<file path="src/rtl/instr_fifo_arbiter.sv">
// -----------------------------------------------------------------------------
// instr_fifo_arbiter
//
// Shares the write port of the instruction FIFO between N_REQ independent
// instruction producers. Requesters are granted round-robin, one word per
// grant. A granted word is latched in IDLE and written in WRITE once the FIFO
// is not full. No word is ever dropped or written twice.
//
// Ports:
//   clk         system clock
//   reset       asynchronous, active-low reset
//   req         per-requester write request (level, held until ack)
//   data_in     requester i's word in bits [i*DATA_W +: DATA_W]
//   ack         one-cycle pulse: the requester's word is written this cycle
//   fifo_full   FIFO write-side full flag
//   fifo_wrreq  FIFO write enable
//   fifo_data   FIFO write data (latched word of the granted requester)
//   busy        high while a granted word is waiting to be written
//   grant_id    index of the current/last granted requester
// -----------------------------------------------------------------------------
module instr_fifo_arbiter #(
    parameter int N_REQ  = 2,
    parameter int DATA_W = 64,
    parameter int PTR_W  = 3
) (
    input  logic                      clk,
    input  logic                      reset,
    input  logic [N_REQ-1:0]          req,
    input  logic [N_REQ*DATA_W-1:0]   data_in,
    output logic [N_REQ-1:0]          ack,
    input  logic                      fifo_full,
    output logic                      fifo_wrreq,
    output logic [DATA_W-1:0]         fifo_data,
    output logic                      busy,
    output logic [PTR_W-1:0]          grant_id
);

    localparam int PAD_W = 1 << PTR_W;

    generate
        if (N_REQ < 2 || PAD_W < N_REQ) begin : g_param_error
            $error("instr_fifo_arbiter: need N_REQ >= 2 and 2**PTR_W >= N_REQ");
        end
    endgenerate

    typedef enum logic {
        IDLE  = 1'b0,
        WRITE = 1'b1
    } state_t;

    state_t             state_q, state_d;
    logic [PTR_W-1:0]   rr_ptr_q, rr_ptr_d;
    logic [PAD_W-1:0]   req_pad;
    logic               sel_valid;
    logic [PTR_W-1:0]   sel_idx;
    logic [PTR_W-1:0]   cand;
    logic [DATA_W-1:0]  sel_data;

    // req widened to the full index range so that a PTR_W-bit index always
    // selects a real bit; the padding bits are never requesting.
    always_comb begin
        req_pad = '0;
        req_pad[N_REQ-1:0] = req;
    end

    // Round-robin scan: first requesting index starting at rr_ptr, wrapping
    // modulo N_REQ.
    // NOTE: every signal driven from an always_comb gets a default at the top
    // of the block, so no path leaves it unassigned and no latch is inferred.
    always_comb begin
        sel_valid = 1'b0;
        sel_idx   = '0;
        cand      = '0;
        for (int k = 0; k < N_REQ; k++) begin
            cand = PTR_W'((int'(rr_ptr_q) + k) % N_REQ);
            if (!sel_valid && req_pad[cand]) begin
                sel_valid = 1'b1;
                sel_idx   = cand;
            end
        end
    end

    // Word of the selected requester; constant slices keep the mux simple.
    always_comb begin
        sel_data = '0;
        for (int i = 0; i < N_REQ; i++) begin
            if (sel_idx == PTR_W'(i)) begin
                sel_data = data_in[i*DATA_W +: DATA_W];
            end
        end
    end

    // Next state and the WRITE-state outputs. The FIFO full flag is sampled
    // combinationally so a flag rising in the write cycle still blocks it.
    always_comb begin
        state_d    = state_q;
        rr_ptr_d   = rr_ptr_q;
        busy       = 1'b0;
        fifo_wrreq = 1'b0;
        case (state_q)
            IDLE: begin
                if (sel_valid) begin
                    state_d = WRITE;
                end
            end
            WRITE: begin
                busy       = 1'b1;
                fifo_wrreq = ~fifo_full & req_pad[grant_id];
                if (fifo_wrreq) begin
                    state_d  = IDLE;
                    rr_ptr_d = (grant_id == PTR_W'(N_REQ - 1)) ? '0
                                                               : grant_id + PTR_W'(1);
                end else if (!req_pad[grant_id]) begin
                    // Requester withdrew before being served: no write, and
                    // its priority position is left untouched.
                    state_d = IDLE;
                end
            end
            default: state_d = IDLE;
        endcase
    end

    // Only the granted requester can see ack, and only in its write cycle.
    always_comb begin
        ack = '0;
        for (int i = 0; i < N_REQ; i++) begin
            ack[i] = fifo_wrreq && (grant_id == PTR_W'(i));
        end
    end

    // NOTE: state registers use non-blocking assignments so every flop samples
    // the pre-edge values, independent of statement order.
    always_ff @(posedge clk or negedge reset) begin
        if (!reset) begin
            state_q   <= IDLE;
            rr_ptr_q  <= '0;
            grant_id  <= '0;
            fifo_data <= '0;
        end else begin
            state_q  <= state_d;
            rr_ptr_q <= rr_ptr_d;
            if (state_q == IDLE && sel_valid) begin
                grant_id  <= sel_idx;
                fifo_data <= sel_data;
            end
        end
    end

endmodule

</file>
<file path="config.mk">
export PLATFORM = sky130hd
export DESIGN_NAME = instr_fifo_arbiter
export DESIGN_NICKNAME = d
export VERILOG_FILES = /design/src/rtl/instr_fifo_arbiter.sv
export SDC_FILE = /design/constraint.sdc
export NUM_CORES = 1
export LEC_CHECK = 0
export BUFFER_PORTS_ARGS = -buffer_cell sky130_fd_sc_hd__buf_4
export CORE_ASPECT_RATIO = 0.6
export CORE_MARGIN = 2
export CORE_UTILIZATION = 47
export DETAILED_ROUTE_END_ITERATION = 6
export PLACE_DENSITY = 0.94
export RECOVER_POWER = 25
export SYNTH_ARGS = -nofsm -noshare
export SYNTH_HDL_FRONTEND = slang
export SYNTH_SLANG_ARGS = --single-unit
</file>
<file path="constraint.sdc">
create_clock -name clk -period 2.6 [get_ports clk]
set_clock_uncertainty 0.15 [all_clocks]
set_input_delay 0.39 -clock clk [delete_from_list [all_inputs] [get_ports clk]]
set_output_delay 0.39 -clock clk [all_outputs]
set_load 0.05 [all_outputs]
</file>
==> reports/metrics.cfg <==
[grt]
grt_pass1_vias=3500
grt_use_total_pct=26.2
grt_max_degree=68
antenna_found_initial=0
grt_overflow=0
grt_pass1_wl_um=16700

[die]
rows=23
die-area_um2=7830
die_h_um=69.4
start_util_pct=49.3
die_w_um=113
core_um2=6790
io-pin-count=204

[pwr]
p_per_area_nw_per_um2=1170
power_mw=5.94
power_leakage_nw=2.33
vdd_drop_max_uv=566

[synth]
ys_types=25
netlist_instances=383
synth_top_area_cell=dfrtp_1
synthTopCellsByArea=dfrtp_1 (50%), a31oi_1 (12%), nand3_1 (9.6%), nor2_1 (7.2%), o21ai_0 (6.6%)
synth_top_cell_area_share_pct=50.1
synth_flop_cell=dfrtp_1
syn_area_um2=3350
yosysWarnings=0
synthTopCellsByCount=dfrtp_1 (67), a31oi_1 (64), nand3_1 (64), nor2_1 (64), o21ai_0 (44)
syn_avg_cell_area_um2=8.74
ys_ff_latch=67
synthArstFlopShare_pct=100
synth_most_common_cell=dfrtp_1
seq_area_frac_synth_pct=50.1
synth-edff-count=0

[clocking]
post-cts-setup-buffers=0
path_clk_slew_ns=0.05
cts_tree=yes
cts_resized=0
clk_path_buf_depth=2
cts.sinks=67
ctsHoldBuffers=0
clk_latency_ns=0.31
h-tree-depth=3
root_buffer=clkbuf_16
cts_made_buffers=9

[finish]
multi_input_area_um2=1420
fin_area_um2=5070
area_growth_syn_to_layout_pct=51.5
seqCellArea_um2=1680
drive_gt1_share_pct=40.3
fill_cells=512
nNetsFinal=692
antennaDiodeCount=0

[hold_path]
hold_path_class=in2reg
min_delay_path_depth=3

[setup_path]
end_kind=output pin
r2r_cells=4
worstPathRequired_ns=2.06
path_common_cell=buf_4
critical_path.cell_chain=buf_4, mux2i_1, nor3b_4, and2_1, buf_4
cpPeakStageDelay_ns=0.34
slowest_stage=buf_4
r2r_setup_slack_ns=0.66
cp-start-kind=input pin
critical_path_buf_inv_count=2
arrival_ns=1.55
worst-path-stages=5
critPathMaxFanout=36
worst_path_dominant_cell_family=buffers and inverters
worstSetupPathType=in2out

[sta]
fin_setup_tns_ns=0
period_share_pct=80.3
worst_pin_slew_ns=1.62
max_freq_ghz=0.479
drv_slew=68
hold_violations=0
slew_headroom_pct=-8.06
rsz0062_at_grt=no
setup_viol=0
layout_min_cycle_time_ns=2.09

[place]
place.detailed.hpwl_um=7370
dpl_cell_area_um2=4810
numPortBuffers=201
routabilityCongestion=0.813

[job]
max-cap-violations=1

[route]
drt_iter0_drc=236
dr.pass1.iters=6
wl_per_cell_um=16.3
ant_nets=0
route.detailed.drc=12
via_per_inst=5.64
drt-total-wl_um=10600
dr_total_vias=3669

[outcome]
outcome=complete, but fails checks
violations=design-rule violations, max-capacitance violations, max-slew violations

-- cell families after synthesis --
family                 Yosys count  synth area share [%]
AND/OR/NAND/NOR                134                  18.4
buffers and inverters           46                  8.26
AO/OA/AOI/OAI                  134                  22.8
multiplexers                     1                 0.299
other                            1                 0.112
flip-flops                      67                  50.1
-- power by group --
group | internal [mW] | switching [mW]
Sequential | 1.44 | 0.245
Clock | 0.660 | 0.401
Combinational | 0.981 | 2.22
Total | 3.08 | 2.86
-- worst paths after layout --
check / to / startpoint
min in group asynchronous: fifo_data[6] / reset
min reg2reg: rr_ptr_q[0] / rr_ptr_q[0]
max in group asynchronous: fifo_data[38] / reset
max: ack[0] / req[1]
max reg2reg: fifo_data[1] / rr_ptr_q[0]
min: fifo_data[3] / data_in[3]
-- flip-flops by register name (all words and copies together), names as in the netlist --
signal	flops
grant_id	1
rr_ptr_q	1
state_q	1
fifo_data	64
-- worst register-to-register path, cell delays in order (launching register included) --
cell	delay, ns
dfrtp_1	0.38
and2b_2	0.55
buf_4	0.34
o21ai_0	0.15
a31oi_1	0.27
-- layout by cell type (no fill, tap or decap), types with 3 or more instances in the layout --
master     instances
clkbuf_16          9
buf_4            204
nor2_1            64
nand3_1           64
o21ai_1           21
dfrtp_1           67
a31oi_1           64
o21ai_0           44
clkinv_2           3
buf_12             3
-- area by class of cell --
type	count	share of cell area, %
clock inverters	3	0.296
clock buffers	12	4.86
well taps	87	2.15
flip-flops and latches	67	33.1
inverters	2	0.148
repair buffers	208	31.5
multi-input cells	271	28.0
-- metal layers --
metal / up-vias / wire length (um) / track usage (%)
met5: - / 0 / 0
li1: 1730 / - / -
met3: 21 / 1050 / 7.78
met2: 207 / 5250 / 45.1
met4: 0 / 201 / 8.54
met1: 1711 / 4060 / 31.7
-- per-stage QoR --
stage          setup WS, ns  hold slack (ns)  utilization (%)  cells
6_report              0.513            0.202             74.7    650
3_3_place_gp          0.588            0.352             70.8    635
3_5_place_dp          0.544            0.358             70.8    635
4_1_cts               0.521           0.0577             74.7    650
2_1_floorplan         0.137          -0.0556                -    384
5_1_grt               0.441            0.202             74.7    650
(Power assumes the default switching activity.)
